## src/rtl/neuro_pkg.sv

```systemverilog
// neuro_pkg: Q-format constants, accumulator FSM states and a saturation helper shared by the neuron datapath.
package neuro_pkg;
  localparam int DATA_W = 16;
  localparam int FRAC_W = 8;
  localparam int ACC_W = 40;
  localparam int Q_ONE = 1 << FRAC_W;
  typedef enum logic [1:0] {IDLE, ACCUM, DRAIN, FINISH} state_t;
  function automatic logic [DATA_W-1:0] sat_q(input logic signed [ACC_W-1:0] x);
    logic signed [ACC_W-1:0] q_max, q_min;
    q_max = ACC_W'(2 ** (DATA_W - 1) - 1);
    q_min = ~q_max;
    return x > q_max ? q_max[DATA_W-1:0] : x < q_min ? q_min[DATA_W-1:0] : x[DATA_W-1:0];
  endfunction
endpackage

```

## src/rtl/q_saturate.sv

```systemverilog
// q_saturate: rescales a Q accumulator to Q format, adds the bias and clips to DATA_W with a clip flag.
module q_saturate #(
  parameter int DATA_W = neuro_pkg::DATA_W,
  parameter int FRAC_W = neuro_pkg::FRAC_W,
  parameter int ACC_W = neuro_pkg::ACC_W
) (
  input  logic signed [ACC_W-1:0]  acc_i,
  input  logic signed [DATA_W-1:0] bias_i,
  output logic [DATA_W-1:0]        val_o,
  output logic                     sat_o
);
  localparam logic signed [ACC_W:0] MAXV = (ACC_W + 1)'(2 ** (DATA_W - 1) - 1);
  localparam logic signed [ACC_W:0] MINV = ~MAXV;
  logic signed [ACC_W:0] sh, bs, t;
  logic hi, lo;
  // One guard bit so the bias add can never wrap before the clip.
  assign sh = {acc_i[ACC_W-1], acc_i >>> FRAC_W};
  assign bs = {{(ACC_W + 1 - DATA_W){bias_i[DATA_W-1]}}, bias_i};
  assign t = sh + bs;
  assign hi = t > MAXV;
  assign lo = t < MINV;
  assign val_o = hi ? MAXV[DATA_W-1:0] : lo ? MINV[DATA_W-1:0] : t[DATA_W-1:0];
  assign sat_o = hi | lo;
endmodule

```

## src/rtl/neuron_accumulate.sv

```systemverilog
// neuron_accumulate: MAC over a beat stream, adds bias, saturates, optional ReLU, and writes one result per neuron.
module neuron_accumulate #(
  parameter int DATA_W = neuro_pkg::DATA_W,
  parameter int FRAC_W = neuro_pkg::FRAC_W,
  parameter int ACC_W = neuro_pkg::ACC_W,
  parameter int ACT_RELU = 1
) (
  input  logic              clk,
  input  logic              rst,
  input  logic              start,
  input  logic [15:0]       num_adds,
  input  logic [15:0]       neuron_idx,
  input  logic [DATA_W-1:0] bias,
  input  logic [DATA_W-1:0] in_val,
  input  logic [DATA_W-1:0] in_weight,
  input  logic              in_we,
  output logic              busy,
  output logic [15:0]       result_addr,
  output logic [DATA_W-1:0] result_val,
  output logic              result_we,
  output logic              done,
  output logic              sat_flag
);
  import neuro_pkg::*;
  state_t state_q, state_d;
  logic [15:0] cnt_q, num_q, idx_q;
  logic signed [DATA_W-1:0] bias_q;
  logic signed [2*DATA_W-1:0] prod_q;
  logic signed [ACC_W-1:0] acc_q;
  logic [DATA_W-1:0] sat_v, rval_q;
  logic pv_q, pend_q, rsat_q, sat_c, accept, wr;
  assign accept = state_q == ACCUM && in_we && !start;
  assign wr = pend_q && !start;
  assign busy = state_q != IDLE || pend_q;
  always_comb begin
    state_d = start ? (num_adds == '0 ? DRAIN : ACCUM)
            : state_q == ACCUM ? (accept && cnt_q + 16'd1 == num_q ? DRAIN : ACCUM)
            : state_q == DRAIN ? FINISH : IDLE;
  end
  q_saturate #(.DATA_W(DATA_W), .FRAC_W(FRAC_W), .ACC_W(ACC_W)) u_sat (
    .acc_i(acc_q), .bias_i(bias_q), .val_o(sat_v), .sat_o(sat_c)
  );
  always_ff @(posedge clk) begin
    if (rst) begin
      state_q <= IDLE;
      cnt_q <= '0;
      num_q <= '0;
      idx_q <= '0;
      bias_q <= '0;
      prod_q <= '0;
      acc_q <= '0;
      pv_q <= 1'b0;
      pend_q <= 1'b0;
      rval_q <= '0;
      rsat_q <= 1'b0;
      result_addr <= '0;
      result_val <= '0;
      result_we <= 1'b0;
      done <= 1'b0;
      sat_flag <= 1'b0;
    end else begin
      state_q <= state_d;
      pv_q <= accept;
      if (accept) prod_q <= (2 * DATA_W)'($signed(in_val)) * (2 * DATA_W)'($signed(in_weight));
      if (start) begin
        num_q <= num_adds;
        idx_q <= neuron_idx;
        bias_q <= bias;
        cnt_q <= '0;
        acc_q <= '0;
      end else begin
        if (accept) cnt_q <= cnt_q + 16'd1;
        if (pv_q) acc_q <= acc_q + ACC_W'(prod_q);
      end
      // Result is staged one cycle after FINISH so the write lands 3 cycles after the last beat.
      pend_q <= state_q == FINISH && !start;
      rval_q <= (ACT_RELU != 0 && sat_v[DATA_W-1]) ? '0 : sat_v;
      rsat_q <= sat_c;
      result_we <= wr;
      done <= wr;
      if (wr) begin
        result_val <= rval_q;
        result_addr <= idx_q;
      end
      sat_flag <= start ? 1'b0 : sat_flag | (wr & rsat_q);
    end
  end
endmodule

```

## config.mk

```make
export PLATFORM = sky130hd
export DESIGN_NAME = neuron_accumulate
export DESIGN_NICKNAME = d
export VERILOG_FILES = /design/src/rtl/neuro_pkg.sv /design/src/rtl/q_saturate.sv /design/src/rtl/neuron_accumulate.sv
export SDC_FILE = /design/constraint.sdc
export NUM_CORES = 1
export LEC_CHECK = 0
export CAP_MARGIN = 25
export CORE_MARGIN = 3
export CORE_UTILIZATION = 29
export CTS_CLUSTER_DIAMETER = 50
export DETAILED_ROUTE_END_ITERATION = 10
export PLACE_DENSITY = 0.43
export SLEW_MARGIN = 20
export SYNTH_ARGS = -nofsm -noshare
export SYNTH_HDL_FRONTEND = slang
export SYNTH_SLANG_ARGS = --single-unit
```

## constraint.sdc

```tcl
create_clock -name clk -period 20.8 [get_ports clk]
set_input_delay 3.12 -clock clk [delete_from_list [all_inputs] [get_ports clk]]
set_output_delay 3.12 -clock clk [all_outputs]
set_load 0.005 [all_outputs]
```

==> metrics.yaml <==
ys_types: 82
ys_top_cells_by_count: "368 x inv_1, 266 x nand2_1, 264 x fa_1, 189 x dfxtp_1, 166 x nor2_1"
dpl_worst_slack_ns: 10.45
cp-startpoint: "in_weight[2]"
ys_seq_area_share_pct: 18.30
rsz0062_at_grt: "false"
die_w_um: 273.0
syn-instance-count: 2378
globalRouteTotalUtil_pct: 15.01
fp-row-count: 97
fin_ws_ns: 10.92
grt_pass1_wl_mm: 90.35
synth_most_common_cell: "inv_1"
numCtsBuffers: 17
clk_pin_slew_ns: 0.07
cts_root_buf: "clkbuf_16"
r2r_start: "bias_q[15]$_SDFFE_PP0P_"
slew_headroom_pct: 43.62
r2r_setup_slack_ns: 16.43
gr-total-overflow: 0
post-dp-hpwl_mm: 43.51
syn_area_mm2: 0.02068
drtPass1Iterations: 5
io_buffers: 118
clock_latency_ns: 0.45
initial_core_util_pct: 29.38
reg2regPathDepth: 11
layout-drive-gt1-share_pct: 3.148
yosys-top-cells-area: "fa_1 26%, dfxtp_1 18%, ha_1 9.3%"
hp-class: "flop to flop"
finalSetupViolCount: 0
ys_ff_latch: 189
cts_hold_buf: 0
power_leakage_nw: 10.68
grt_max_degree: 59
powerDensity_mw_per_mm2: 152.7
num_vias: 15859
yosys.area.top_type_share_pct: 25.56
wl_per_cell_um: 15.93
cap_violations: 0
final-hold-violation-count: 0
avgSynthCellArea_um2: 8.696
grt_pass1_vias: 16959
nNetsFinal: 2936
routed_via_density: 4.682
cp-end-kind: "flop"
hp-start: "rval_q[3]$_SDFF_PP0_"
critPathRequiredTime_ns: 21.14
nFillCells: 7428
fin_skew_ns: 0.01221
fp.coreArea_mm2: 0.07039
timing.rr.end: "rsat_q$_SDFF_PP0_"
syn_nets: 2880
drtIter0Drc: 657
cts_setup_buffers: 0
fmax_ghz: 0.1012
fin_crit_sh_pct: 47.52
min_to: "result_val[3]$_SDFFE_PP0P_"
tritoncts: "built"
tightest_slew_ns: 0.8448
crit_type: "input pin to flop"
yosys.area.top_type: "fa_1"
cts_buffer_depth: 2
gp_congestion: 0.8216
cts.repair.resized: 0
synth-edff-count: 0
critPathLaunchType: "input pin"
outcome: "complete, no violations"
synth-main-ff-cell: "dfxtp_1"
fin_crit_ns: 9.884
crit_path_max_fanout: 16
h-tree-depth: 4
totalWireLength_mm: 53.95
vdd_drop_max_mv: 0.1749
fin_setup_tns_ns: 0
critPathArrivalTime_ns: 10.23
min_path_cells: 2
ioPinCount: 120
drt.antenna.violating_nets: 0
antenna_found_initial: 0
fp.dieH_um: 273.0
die_area_mm2: 0.07455
area_delta_synth_final_pct: 12.78
clock-sinks: 189
synthArstFlopShare_pct: 0
drc: 0
report.final.slew_viol_count: 0
yosysWarnings: 0
-- cell type report --
| type | instances | area (um^2) | share of cell area, % |
|---|---|---|---|
| inverter | 368 | 1381 | 5.922 |
| tap | 940 | 1176 | 5.043 |
| clock buffer | 18 | 429.2 | 1.840 |
| antenna | 1 | 2.502 | 0.01073 |
| multi-input combinational | 1731 | 15140 | 64.91 |
| timing repair buffer | 127 | 1256 | 5.386 |
| sequential | 189 | 3785 | 16.23 |
| clock inverter | 13 | 155.1 | 0.6652 |
-- where the power goes --
group / leakage [nW] / internal [mW] / total (mW) / switching, mW
sequential: 1.54 / 0.385 / 0.404 / 0.0187
clock: 0.280 / 0.180 / 0.337 / 0.157
combinational: 8.86 / 1.22 / 2.82 / 1.60
-- through the flow --
stage	hold WS, ns	util [%]	cell area [um^2]	total power [mW]	std cells
floorplan	0.4174	-	20680	2.634	2378
global placement	0.4297	32.25	22700	3.266	3353
detailed placement	0.4327	32.27	22720	3.273	3354
CTS	0.4445	33.10	23300	3.637	3385
global route	0.4647	33.13	23320	4.045	3386
finish	0.4406	33.13	23320	3.562	3387
-- state kept, by name (all words and copies together) (netlist names) --
name and cells:
sat_flag 1, cnt_q 16, pend_q 1, result_val 15
rsat_q 1, idx_q 16, pv_q 1, rval_q 15
done 1, num_q 16, acc_q 40, state_q 2
prod_q 32, bias_q 16, result_addr 16
-- cell families (layout without fill, tap and decap cells) --
kind of cell               count (synthesis)  after routing  share of synthesized area, %
DFF                                      189            189                         18.30
buffers and inverters                    458            526                         8.537
xor gates and xnor gates                 120            120                         5.082
adders and majority gates                418            418                         34.87
other                                      1              2                       0.01813
muxes                                     74             74                         3.588
AOI/OAI and AO/OA                        396            396                         13.02
and+or+nand+nor                          722            722                         16.58
-- per-layer routing --
metal	track usage (%)	wire [um]	up-vias
met2	26.42	26280	209
met5	0	0	-
met3	1.677	1355	30
met4	2.654	556	0
met1	20.01	25760	7806
li1	-	-	7814
-- worst max-delay path: stages --
cell and delay (ns):
clkdlybuf4s50_1 0.79, nand2_1 0.28, inv_1 0.08, fa_1 0.60, inv_1 0.17, fa_1 0.55, inv_1 0.05, fa_1 0.51
fa_1 0.44, fa_1 0.55, inv_1 0.06, fa_1 0.53, inv_1 0.04, ha_1 0.36, a21o_1 0.18, a21o_1 0.16
a21o_1 0.17, a31oi_1 0.13, o21ai_0 0.27, a211oi_1 0.39, o31ai_1 0.16, a21oi_1 0.23, o211ai_1 0.10, a32o_1 0.27
-- placed cells by master (no fill, tap or decap), drive strengths merged, types with 6 or more instances in the layout --
cell / n
o21ai: 46
o31a: 7
a31oi: 17
and3: 17
nor4: 7
nor2b: 15
nand3: 28
or3: 8
o31ai: 7
inv: 374
clkdlybuf4s50: 116
nor3b: 6
buf: 11
o21bai: 15
xor2: 45
a211o: 6
a22o: 22
mux2i: 73
a21oi: 125
a21o: 48
clkbuf: 18
dfxtp: 189
nand4: 12
ha: 154
nor2: 166
fa: 264
nand2: 266
a211oi: 15
and2: 128
nand2b: 15
xnor2: 75
o21a: 34
nor3: 28
o211ai: 12
-- how the worst max path moves through the flow --
stage	to	slack [ns]
after floorplan	prod_q[30]$_SDFFE_PP0P_	11.55
after global placement	prod_q[31]$_SDFFE_PP0P_	10.50
after detailed placement	prod_q[31]$_SDFFE_PP0P_	10.45
after CTS	prod_q[31]$_SDFFE_PP0P_	10.92
after global routing	prod_q[31]$_SDFFE_PP0P_	10.40
final	prod_q[31]$_SDFFE_PP0P_	10.92
(Power assumes the default switching activity.)
